**config.mk**
```make
export PLATFORM = sky130hd
export DESIGN_NAME = eq_i2s_tx
export DESIGN_NICKNAME = d
export VERILOG_FILES = /design/src/rtl/eq_i2s_tx.sv
export SDC_FILE = /design/constraint.sdc
export NUM_CORES = 1
export LEC_CHECK = 0
export ABC_CLOCK_PERIOD_IN_PS = 5700
export CAP_MARGIN = 0
export CELL_PAD_IN_SITES_DETAIL_PLACEMENT = 1
export CELL_PAD_IN_SITES_GLOBAL_PLACEMENT = 1
export CORE_ASPECT_RATIO = 0.5
export CORE_MARGIN = 8
export CORE_UTILIZATION = 40
export CTS_CLUSTER_SIZE = 40
export DETAILED_ROUTE_END_ITERATION = 8
export DONT_BUFFER_PORTS = 1
export MAX_ROUTING_LAYER = met4
export PLACE_DENSITY_LB_ADDON = 0.1
export SYNTH_ARGS = -nofsm -noshare
export SYNTH_HDL_FRONTEND = slang
export SYNTH_SLANG_ARGS = --single-unit
```
**constraint.sdc**
```tcl
create_clock -name clk -period 5.7 [get_ports clk]
set_input_delay 0.57 -clock clk [delete_from_list [all_inputs] [get_ports clk]]
set_output_delay 0.57 -clock clk [all_outputs]
set_load 0.01 [all_outputs]
```
**src/rtl/eq_i2s_tx.sv**
```systemverilog
`default_nettype none
// ============================================================================
// Module   : eq_i2s_tx
// Brief    : I2S master transmitter for the equalizer output, 24-bit in 32-bit slots.
// Revision : 1.0
// ============================================================================
module eq_i2s_tx #(
  parameter int BCLK_DIV  = 4,
  parameter int SLOT_BITS = 32
) (
  input  logic        clk,
  input  logic        reset_n,
  input  logic        sample_valid,
  input  logic [23:0] l_data_in,
  input  logic [23:0] r_data_in,
  input  logic        mute,
  output logic        bclk,
  output logic        lrclk,
  output logic        sdata,
  output logic        frame_start,
  output logic        underrun,
  output logic        overrun
);

  localparam int SLOT_W = $clog2(SLOT_BITS);
  localparam int CNT_W  = SLOT_W + 1;

  logic [7:0]        div_cnt;
  logic [CNT_W-1:0]  bit_cnt;
  logic [23:0]       frame_l;
  logic [23:0]       frame_r;
  logic [23:0]       hold_l;
  logic [23:0]       hold_r;
  logic              pending;
  logic              mute_frame;

  logic              tick;
  logic              fall;
  logic              load;
  logic [CNT_W-1:0]  next_cnt;
  logic [SLOT_W-1:0] slot_k;
  logic [SLOT_W-1:0] data_idx;
  logic [23:0]       slot_word;
  logic              next_sdata;

  assign tick        = (div_cnt == 8'(BCLK_DIV - 1));
  assign fall        = tick & bclk;
  assign load        = fall & (bit_cnt == {CNT_W{1'b1}});
  assign frame_start = load;
  assign underrun    = load & ~sample_valid & ~pending;
  // A strobe landing on the load point is consumed directly, so it never overruns.
  assign overrun     = sample_valid & pending & ~load;

  // Serial bit for the bit counter value that the coming fall event moves to.
  always_comb begin
    next_cnt   = bit_cnt + CNT_W'(1);
    slot_k     = next_cnt[SLOT_W-1:0];
    slot_word  = next_cnt[SLOT_W] ? frame_r : frame_l;
    data_idx   = SLOT_W'(24) - slot_k;
    next_sdata = 1'b0;
    if (!mute_frame && (slot_k != '0) && (slot_k <= SLOT_W'(24))) begin
      next_sdata = slot_word[data_idx];
    end
  end

  always_ff @(posedge clk) begin
    if (!reset_n) begin
      div_cnt <= '0;
      bclk    <= 1'b0;
      bit_cnt <= {CNT_W{1'b1}};
      lrclk   <= 1'b1;
      sdata   <= 1'b0;
    end else begin
      div_cnt <= tick ? '0 : div_cnt + 8'd1;
      if (tick) begin
        bclk <= ~bclk;
      end
      if (fall) begin
        bit_cnt <= next_cnt;
        lrclk   <= next_cnt[SLOT_W];
        sdata   <= next_sdata;
      end
    end
  end

  always_ff @(posedge clk) begin
    if (!reset_n) begin
      frame_l    <= '0;
      frame_r    <= '0;
      hold_l     <= '0;
      hold_r     <= '0;
      pending    <= 1'b0;
      mute_frame <= 1'b0;
    end else if (load) begin
      mute_frame <= mute;
      pending    <= 1'b0;
      if (sample_valid) begin
        frame_l <= l_data_in;
        frame_r <= r_data_in;
      end else if (pending) begin
        frame_l <= hold_l;
        frame_r <= hold_r;
      end
      // With neither source the previous frame registers are retransmitted.
    end else if (sample_valid) begin
      hold_l  <= l_data_in;
      hold_r  <= r_data_in;
      pending <= 1'b1;
    end
  end

endmodule
`default_nettype wire

```
==> impl_results.md <==
- Relative area change from synthesis to final layout: 9.74%
- Placed wire-length estimate: 10.3 mm
- Number of distinct standard cells referenced by the synthesized netlist: 60
- Synth Flop Type: sky130_fd_sc_hd__dfxtp_1
- Hold violation count in the final report: 0
- Cell count of the worst hold path: 1
- Final TNS setup: 0 ns
- Post-place setup slack: 2.22 ns
- Root buffer cell: sky130_fd_sc_hd__clkbuf_16
- Core Box Area: 14,200 µm²
- Count of buffers added by post-CTS timing repair for setup: 0
- Global route overflow: 0
- Number of buffers inserted by hold repair at cts: 0
- Violation count after the first detailed-route iteration: 270
- Largest net degree at the start of global routing: 113
- Number of global-route vias before repair: 4,469
- Pleak: 0.00303 µW
- Count of unresolved DRC violations after routing: 0
- Synth Warn #: 0
- Quantity of gates resized following cts: 0
- Drt via density: 5.44
- Max frequency: 286 MHz
- Cells traversed along the worst timing path: ha_1 -> nor4b_2 -> nand3_1 -> or3_1 -> nor2_4 -> buf_4 -> nand2_1 -> o211a_1
- Fin. max-slew vios: 0
- Syn Std Cell Area: 5730 µm²
- Post-DRT Antenna Nets: 0
- Most instantiated library cell after synthesis: sky130_fd_sc_hd__nand2_1
- Setup slack on the worst flop-to-flop path: 2.20 ns
- Total of flip-flops plus latches after synthesis: 114
- Total vias in the final route: 4,457
- Fill cells: 1,645
- Endpoint type of the worst setup path: flip-flop
- Cells on worst reg2reg path: 8
- Type of the setup path with the least slack: flip-flop to flip-flop
- CP peak stage delay: 0.80 ns
- Run status: finished, final reports clean
- Leading post-synthesis cells by cell area: sky130_fd_sc_hd__dfxtp_1 40%, sky130_fd_sc_hd__nand2_1 11%, sky130_fd_sc_hd__mux2i_1 9.6%, sky130_fd_sc_hd__o211a_1 8.6%, sky130_fd_sc_hd__a21boi_0 5.1%
- Count of nets after finishing: 663
- Path type of the worst min-delay path: input port to flip-flop
- Die Height: 101 µm
- Largest area contributor in the synthesized netlist: sky130_fd_sc_hd__dfxtp_1
- Clock-pin slew of the registers on the worst-case setup and hold paths: 0.06 ns
- Fin crit share: 61.3%
- Clock tree buffer depth: 2
- R2R Path End: frame_r[11]
- Wire length of the first global-routing pass: 25.1 mm
- Share of flip-flops with an asynchronous set or reset after synthesis: 0%
- Antenna diode count: 0
- Max IR drop VDD: 0.185 mV
- TritonCTS clock tree: done
- PwrDens: 326 nW/µm²
- H-tree lvl count: 4
- Drt first pass iters: 5
- Data required time at the worst endpoint: 5.99 ns
- Clock Sinks: 114
- Average wire per standard cell: 18.9 µm
- Top-Level Pins: 58
- Critical path fanouts, max: 46
- Syn nets: 697
- DIE WIDTH: 185 µm
- Fraction of final layout cells with drive strength greater than 1: 7.56%
- Launching point of the worst reg2reg path: div_cnt[0]
- Unrepaired setup endpoints after global routing: false
- Mapped Avg Cell Area: 8.91 µm²
- Setup Skew: 0.00953 ns
- Final count of negative-setup-slack endpoints: 0
- Initial antenna violation count: 0
- Fraction of post-synthesis cell area in the top cell type by area: 39.8%
- Proportion of synthesized chip area in sequential cells: 39.8%
- Tot GR Track Use: 17.6%
- Total wirelength of the detailed-routed design: 15.5 mm
- Clock latency on the worst-skew pair: 0.40 ns
- Minimum clock period: 3.50 ns
- Start point of the worst min-delay path: reset_n
- Mapped Cells: 643
- Worst path setup slack after routing: 2.20 ns
- Worst Hold Path EP: bit_cnt[3]
- Post-synth EDFFs: 0
- Top cells by count, synth: 163 x sky130_fd_sc_hd__nand2_1, 114 x sky130_fd_sc_hd__dfxtp_1, 55 x sky130_fd_sc_hd__mux2i_1, 49 x sky130_fd_sc_hd__o211a_1, 39 x sky130_fd_sc_hd__a21boi_0
- Crit start category: flip-flop
- Clock buffers created by TritonCTS: 17
- Initial core utilization: 40.2%
- Number of placement rows: 31
- Routability congestion estimate: 0.826
- MaxCap Viol Count: 0
- Slew Limit Headroom: 32.5%
- Count of input and output buffers: 0
- Data arrival, critical path: 3.79 ns
- CP max-delay cell: sky130_fd_sc_hd__nor2_4
- Full die area: 18,600 µm²
- Worst Max-Slew Pin Slew: 1.01 ns
-- critical path: cells and delay by family (launching register included) --
kind / cells / cell delay [ns]
and+or+nand+nor: 5 / 2.18
buffers and inverters: 1 / 0.42
DFF: 1 / 0.37
adders and majority gates: 1 / 0.23
AOI/OAI and AO/OA: 1 / 0.14
-- worst max path at each step --
stage | start | to | slack, ns
floorplan | div_cnt[0] | underrun | 3.44
global placement | div_cnt[0] | frame_l[8] | 2.30
detailed placement | div_cnt[0] | frame_r[19] | 2.22
CTS | div_cnt[0] | frame_r[11] | 2.15
global route | div_cnt[0] | frame_r[19] | 1.77
finish | div_cnt[0] | frame_r[11] | 2.20
-- registers in the layout, indices dropped and copies added (netlist names) --
name	count
frame_l	24
frame_r	24
hold_l	24
hold_r	24
div_cnt	8
bit_cnt	5
bclk	1
lrclk	1
mute_frame	1
pending	1
sdata	1
-- per-layer routing --
metal	up-vias	part of all wire (%)	routed length, µm	GRT usage [%]
met4	0	0.74	114	3.91
met5	-	0	0	-
met2	70	43	6630	25.8
met1	2191	52	8020	24.1
li1	2186	-	-	-
met3	10	4.5	703	4.39
-- placed cells by master, fill, tap and decap left out, types with 4 or more instances in the layout --
cell type / count
sky130_fd_sc_hd__a211oi_1: 5
sky130_fd_sc_hd__inv_1: 6
sky130_fd_sc_hd__nand2b_1: 7
sky130_fd_sc_hd__mux2i_1: 55
sky130_fd_sc_hd__mux2_2: 4
sky130_fd_sc_hd__and3_1: 5
sky130_fd_sc_hd__dfxtp_1: 114
sky130_fd_sc_hd__nor2_1: 19
sky130_fd_sc_hd__nand3_1: 11
sky130_fd_sc_hd__a21boi_0: 39
sky130_fd_sc_hd__o211a_1: 49
sky130_fd_sc_hd__xor2_1: 5
sky130_fd_sc_hd__o21ai_0: 12
sky130_fd_sc_hd__a21boi_1: 11
sky130_fd_sc_hd__a31oi_1: 4
sky130_fd_sc_hd__nor3_1: 7
sky130_fd_sc_hd__nand2_1: 163
sky130_fd_sc_hd__clkbuf_16: 17
sky130_fd_sc_hd__xnor2_1: 11
sky130_fd_sc_hd__nor2b_1: 6
-- report_power, final --
group          switching [µW]  leakage (µW)  total, µW  internal [µW]
registers                15.5      0.000929        837            822
clock network             391      0.000304       1120            726
logic                    51.1       0.00180       96.9           45.8
-- area by class of cell --
type	count	area, µm²	share of cell area [%]
Timing Repair Buffer	3	22.5	0.358
Sequential cell	114	2280	36.3
Clock buffer	21	470	7.48
Tap cell	198	248	3.94
Clock inverter	11	151	2.41
Multi-Input combinational cell	467	3090	49.2
Inverter	6	22.5	0.358
-- stage by stage --
| step | hold slack, ns | cells | util, % | total power, µW | area, µm² |
|---|---|---|---|---|---|
| 3_3_place_gp | 0.440 | 788 | 39.8 | 951 | 5670 |
| 4_1_cts | 0.227 | 820 | 44.2 | 2070 | 6290 |
| 6_report | 0.239 | 820 | 44.2 | 2050 | 6290 |
| 5_1_grt | 0.225 | 820 | 44.2 | 2130 | 6290 |
| 2_1_floorplan | 0.426 | 643 | - | 951 | 5730 |
| 3_5_place_dp | 0.447 | 788 | 39.8 | 954 | 5670 |
-- cells by family after synthesis --
group	count (synthesis)	synth area share [%]
AO/OA/AOI/OAI	148	21.4
XOR/XNOR	16	2.45
adder cells (fa/ha/maj)	2	0.437
buffers and inverters	62	6.22
flip-flops	114	39.8
multiplexers	61	11.2
AND/OR/NAND/NOR	240	18.5
Power figures use the tool's default switching activity.
